<file path="config.mk">
export PLATFORM = sky130hd
export DESIGN_NAME = dual_core_dmem_responder
export DESIGN_NICKNAME = d
export VERILOG_FILES = /design/src/rtl/dual_core_dmem_responder.sv
export SDC_FILE = /design/constraint.sdc
export NUM_CORES = 2
export LEC_CHECK = 0
export BUFFER_PORTS_ARGS = -buffer_cell sky130_fd_sc_hd__buf_4
export CAP_MARGIN = 40
export CORE_MARGIN = 2
export CORE_UTILIZATION = 40
export DETAILED_ROUTE_END_ITERATION = 16
export PLACE_DENSITY_LB_ADDON = 0.3
export SYNTH_ARGS = -nofsm -noshare
export SYNTH_HDL_FRONTEND = slang
export SYNTH_SLANG_ARGS = --single-unit
export TNS_END_PERCENT = 100
</file>
<file path="constraint.sdc">
create_clock -name clk -period 3.7 [get_ports clk]
set_input_delay 0.185 -clock clk [delete_from_list [all_inputs] [get_ports clk]]
set_output_delay 0.185 -clock clk [all_outputs]
set_load 0.005 [all_outputs]
</file>
<file path="src/rtl/dual_core_dmem_responder.sv">
// Two-core round-robin data-memory responder over one shared word RAM, with a fixed access latency.
// Optional macro DMEM_ADDR_CHECK_EN: out-of-range addresses are blocked and flagged on addr_err.
module dual_core_dmem_responder #(
  parameter int ADDR_W = 8,
  parameter int DATA_W = 16,
  parameter int LAT    = 2
) (
  input  logic              clk,
  input  logic              rst_n,
  input  logic              memread0,
  input  logic              memwr0,
  input  logic [15:0]       dmaddr0,
  input  logic [DATA_W-1:0] dout0,
  output logic [DATA_W-1:0] din0,
  output logic              ready0,
  input  logic              memread1,
  input  logic              memwr1,
  input  logic [15:0]       dmaddr1,
  input  logic [DATA_W-1:0] dout1,
  output logic [DATA_W-1:0] din1,
  output logic              ready1,
  output logic              busy,
  output logic              addr_err
);

  typedef enum logic [1:0] {S_IDLE, S_BUSY, S_DONE} state_t;

  localparam logic [3:0] LAT_M1 = 4'(LAT - 1);

  state_t              r_state;
  logic                r_rr;
  logic                r_id;
  logic                r_wr;
  logic                r_oob;
  logic [3:0]          r_cnt;
  logic [ADDR_W-1:0]   r_addr;
  logic [DATA_W-1:0]   r_wdata;
  logic [DATA_W-1:0]   r_din0;
  logic [DATA_W-1:0]   r_din1;
  logic                r_ready0;
  logic                r_ready1;
  logic                r_addr_err;
  logic [DATA_W-1:0]   r_mem [0:(1<<ADDR_W)-1];

  logic                w_req0;
  logic                w_req1;
  logic                w_gnt_id;
  logic                w_gnt_wr;
  logic [ADDR_W-1:0]   w_gnt_addr;
  logic [DATA_W-1:0]   w_gnt_data;
  logic                w_gnt_oob;
  logic                w_access;
  logic                w_unused_hi;

  assign w_req0 = memread0 | memwr0;
  assign w_req1 = memread1 | memwr1;
  // Contention goes to r_rr; otherwise whichever core is asking (core 1 only if core 0 is idle).
  assign w_gnt_id   = (w_req0 & w_req1) ? r_rr : w_req1;
  assign w_gnt_wr   = w_gnt_id ? memwr1 : memwr0;
  assign w_gnt_addr = w_gnt_id ? dmaddr1[ADDR_W-1:0] : dmaddr0[ADDR_W-1:0];
  assign w_gnt_data = w_gnt_id ? dout1 : dout0;
  assign w_unused_hi = ^{dmaddr0[15:ADDR_W], dmaddr1[15:ADDR_W]};

`ifdef DMEM_ADDR_CHECK_EN
  assign w_gnt_oob = w_gnt_id ? (dmaddr1[15:ADDR_W] != '0) : (dmaddr0[15:ADDR_W] != '0);
`else
  assign w_gnt_oob = 1'b0;
`endif

  assign w_access = (r_state == S_BUSY) && (r_cnt == 4'd0);

  // RAM has no reset; an aborted transaction never reaches BUSY-with-zero-count here.
  always_ff @(posedge clk) begin
    if (w_access && r_wr && !r_oob) r_mem[r_addr] <= r_wdata;
  end

  always_ff @(posedge clk or negedge rst_n) begin
    if (!rst_n) begin
      r_state    <= S_IDLE;
      r_rr       <= 1'b0;
      r_id       <= 1'b0;
      r_wr       <= 1'b0;
      r_oob      <= 1'b0;
      r_cnt      <= 4'd0;
      r_addr     <= '0;
      r_wdata    <= '0;
      r_din0     <= '0;
      r_din1     <= '0;
      r_ready0   <= 1'b0;
      r_ready1   <= 1'b0;
      r_addr_err <= 1'b0;
    end else begin
      r_ready0   <= 1'b0;
      r_ready1   <= 1'b0;
      r_addr_err <= 1'b0;
      case (r_state)
        S_IDLE: begin
          if (w_req0 | w_req1) begin
            r_id    <= w_gnt_id;
            r_wr    <= w_gnt_wr;
            r_oob   <= w_gnt_oob;
            r_addr  <= w_gnt_addr;
            r_wdata <= w_gnt_data;
            r_cnt   <= LAT_M1;
            r_state <= S_BUSY;
          end
        end
        S_BUSY: begin
          if (r_cnt != 4'd0) begin
            r_cnt <= r_cnt - 4'd1;
          end else begin
            if (!r_wr) begin
              if (r_id) r_din1 <= r_oob ? '0 : r_mem[r_addr];
              else      r_din0 <= r_oob ? '0 : r_mem[r_addr];
            end
            r_ready0   <= ~r_id;
            r_ready1   <= r_id;
            r_addr_err <= r_oob;
            r_state    <= S_DONE;
          end
        end
        S_DONE: begin
          r_rr    <= ~r_id;
          r_state <= S_IDLE;
        end
        default: r_state <= S_IDLE;
      endcase
    end
  end

  assign din0     = r_din0;
  assign din1     = r_din1;
  assign ready0   = r_ready0;
  assign ready1   = r_ready1;
  assign busy     = (r_state != S_IDLE);
  assign addr_err = r_addr_err;

endmodule

</file>
==> results summary <==
The final layout contains routed wiring with a total length of approximately 430,000 um. For this run, asynchronously set or reset flops after synthesis account for approximately 1.6%. The hold path startpoint is dout0[6]. The length of the first detailed-routing pass in iterations came out at 6. The min-delay analysis places its worst path in the category in2reg. The cell at the slowest stage of the critical path is or4b_2. The leakage component of the power came out at 61.0 nW.

The final reports fail on negative setup slack. In the routed layout, each cell is associated on average with a via count of around 5.7. Row generation in the floorplan step produced approximately 230 rows.

The area growth from synthesis to layout is 18.4%. The biggest area contributor in the post-synthesis netlist is edfxtp_1. The count of endpoints failing hold in the final timing report is 0. The instance count after placement with tap cells included is roughly 13,000. The final setup slack of the worst path is -0.00249 ns. The pin count of the biggest net entering global routing came out at around 110.

The final net count came out at roughly 8,700. The clock latency reported for the late side of the worst-skew pair is 1.00 ns. The count of cells in the finished layout, fillers not included, comes to 14,200.

The vias after detailed routing came out at 81,600. The top fanout value on the critical path came out at 14. The cell sitting at the root of the clock tree is a clkbuf_16. Among cell families on the critical path, the largest total delay comes from buffers and inverters. The number of failing setup endpoints in the final timing report came out at 1.

The delay of the slowest cell on the worst path came out at about 0.79 ns. The first global-routing pass estimated between 600,000 and 700,000 um of wire. The fraction of layout instances using a drive strength above 1 came out at 28.3%. The number of design-rule violations left by the first detailed-router iteration is 9,399. The level count of the clock H-tree is 5. The worst relative slew slack is 33.5%. The remaining number of nets flagged by the antenna check after routing came out at 0.

The count of boundary I/O pins came out at 106. The sequential cell area fraction in the yosys report is 78.1%. The element type at the critical path end is a register. The number of synthesized flops with an enable pin is between 4,000 and 5,000.

The number of pins exceeding their max-slew limit in the final report came out at 0. Global routing used about a fifth of the available tracks across all layers. The endpoint of the most critical register-to-register path is din0[12]$_DFFE_PN0P_. Measured in cells, the most critical reg-to-reg path has a length of 13.

The die height is between 600 and 700 um. The number of distinct library cells after synthesis came out at 50. Walking the worst path, the cells encountered are buf_12, or4b_2, buf_4, o22ai_1, nor3_1, a41oi_2, buf_6, buf_4, a2111oi_4, buf_4, a22oi_2, buf_4, mux2_2. The initial antenna violation count came out at 11. TritonCTS built the clock tree.

OpenSTA, run right after detailed placement, puts the worst setup slack at -0.654 ns. Among the stages of the critical path, the cell type that occurs most often is buf_4. The worst setup path is of the reg2reg kind. The clock period minus final worst setup slack came out at ~3.7 ns. After floorplanning, the core was sized to cover between 300,000 and 400,000 sq um.

The CTS buffer count came out at between 400 and 500. The clock slew seen by the registers of the worst setup and hold paths is roughly 0.060 ns. The number of buffer cells added on primary ports is 88. The register-to-register setup slack is -0.002 ns. The signal arrival time at the worst endpoint is 4.61 ns. The number of instances in the synthesized netlist is around 7,600. The run finished, with violations left. The warning count from the yosys run is 0. The congestion estimate from routability-driven global placement came to 0.865. The total overflow left after global routing is 0. The mean cell area of the mapped netlist came out at around 21 sq um. The net count after synthesis came out at around 7,700. After synthesis the netlist holds a flip-flop and latch count of about 4,200. The library cell used most frequently in the layout, excluding fill and tap cells, is edfxtp_1. The startpoint type of the worst setup path is a register. The launch point of the critical path is r_addr[1]$_DFFE_PN0P_. The top cell types in the final layout, fill and taps aside, are 4,096 x edfxtp_1, 837 x buf_4, 752 x mux4_2, 632 x mux2i_1, 424 x clkbuf_16. The HPWL reported at the end of detailed placement is 274,000 um. The prevailing post-synth register cell is edfxtp_1. The worst endpoint required time came out at approximately 4.6 ns.

The number of stages on the worst setup path is 13. The worst register-to-register path begins at r_addr[1]$_DFFE_PN0P_. The longest clock path from root to sink contains 4 buffers.

Between clock sinks in the finished design, the worst skew comes to approximately 0.088 ns. Sorting the synthesized cells by area gives the leading types as edfxtp_1 77%, mux4_2 11%, mux2i_1 4.0%. The slew of the pin with the lowest slew margin is about 1 ns. Based on the critical path, the design can be clocked at up to ~270 MHz. The share of the clock period used by the worst path after layout is 100%. The maximum VDD drop is 509 uV. The number of maximum-capacitance constraint violations is 0. The count of clock tree sinks is 4,163. The initial utilization of the core area, before any placement, comes to ~40%. The horizontal die dimension came out at roughly 640 um. The power density relative to cell area is a little under 800 nW/um^2. The critical path capture point is din0[12]$_DFFE_PN0P_. The number of global-route vias before repair came out at between 80,000 and 90,000. The number of DRC violations after detailed routing is 0. The die area is roughly 400,000 sq um. The netlist area before placement is roughly 160,000 sq um. The share of the synthesized area in the top cell type came out at between 70% and 80%. The routed length per instance is about 30 um.

The sum of buffers and inverters on the critical path came out at 6.
-- layout make-up --
cell class                 count  area [sq um]
fill                       32300        208000
antenna                        4          10.0
multi-input combinational   2967         33300
clock inverter               243          2290
timing repair buffer        1105         11000
sequential                  4163        125000
clock buffer                 520         11100
tap                         5242          6560
inverter                       5          21.3
-- flip-flops by register name, summed over array words and instances (netlist names) --
name,flops
r_rr,1
r_wdata,16
ready1,1
r_cnt,4
r_id,1
r_mem,4096
r_wr,1
r_addr,8
din0,16
r_state,2
din1,16
ready0,1
-- synthesized netlist by cell type (3+ instances only) --
cell type and count:
o21ai_1 30, a41oi_1 31, o21ai_0 107, o211ai_1 33, buf_4 41, nand4b_1 3
dfrtp_1 67, buf_6 5, nor3_1 19, nand3_1 144, mux2_2 48, a31oi_1 32
a22oi_1 255, nand4bb_1 4, a221oi_1 140, mux2i_1 632, buf_1 40, nand4_1 48
nand2_1 223, and3_1 22, o22ai_1 49, clkbuf_1 242, nand2b_1 19, mux4_2 752
and2_1 4, and3b_1 3, buf_2 137, nor4_1 17, a21oi_1 26, nor2b_1 9
nor2_1 276, edfxtp_1 4096, a2111oi_2 16, inv_1 4, nor3b_1 6
-- worst reg2reg max path, cell delays in order (launching register included) --
cell and delay (ns):
dfrtp_4 0.56, buf_12 0.19, or4b_2 0.80, buf_4 0.26
o22ai_1 0.24, nor3_1 0.10, a41oi_2 0.41, buf_6 0.23
buf_4 0.14, a2111oi_4 0.04, buf_4 0.22, a22oi_2 0.16
buf_4 0.17, mux2_2 0.15
-- per-stage QoR --
stage                     hold WS [ns]  setup TNS (ns)  utilization (%)  instance area [sq um]  total power [mW]
after floorplan                 -0.111               0                -                 160000              84.6
after global placement           0.317           -8.21             43.9                 174000               107
after detailed placement         0.327           -7.47             44.0                 174000               108
after CTS                       0.0136               0             47.6                 189000               150
after global routing            0.0792          -0.161             47.6                 189000               154
final                           0.0594        -0.00249             47.7                 189000               149
-- worst min-delay path by stage --
stage          slack [ns]                      to  cells after the start
6_report             0.06  r_wdata[6]$_DFFE_PN0P_                      4
5_1_grt              0.08  r_wdata[6]$_DFFE_PN0P_                      4
4_1_cts              0.01  r_wdata[6]$_DFFE_PN0P_                      4
3_5_place_dp         0.33     din1[8]$_DFFE_PN0P_                      1
3_3_place_gp         0.32     din0[8]$_DFFE_PN0P_                      1
2_1_floorplan       -0.11     din0[0]$_DFFE_PN0P_                      0
-- power breakdown --
| group | internal [mW] | switching, mW |
|---|---|---|
| combinational | 18.5 | 29.0 |
| sequential | 58.8 | 1.81 |
| clock | 23.5 | 17.8 |
-- metal layers --
| metal | track usage (%) | part of all wire (%) | vias to the layer above |
|---|---|---|---|
| met5 | 0 | 0 | - |
| met4 | 8.40 | 4.5 | 0 |
| met3 | 3.12 | 7.0 | 679 |
| met2 | 34.4 | 49 | 3403 |
| met1 | 28.1 | 40 | 43600 |
| li1 | - | - | 34000 |
-- cells by family after synthesis --
group / share of synthesized area (%)
muxes: 14.9
xor gates and xnor gates: 0.0110
and+or+nand+nor: 2.29
buffers and inverters: 1.33
adders and majority gates: 0.00784
other: 0.00235
AOI/OAI and AO/OA: 3.30
DFF: 78.1
-- timing repair --
item,in CTS,in global routing
gates cloned,0,1
endpoints found under the setup margin,30,22
hold endpoints to repair,74,0
hold buffers,68,0
pin swaps,10,12
gates resized for setup,28,19
buffers inserted,6,7
Power figures use the tool's default switching activity.
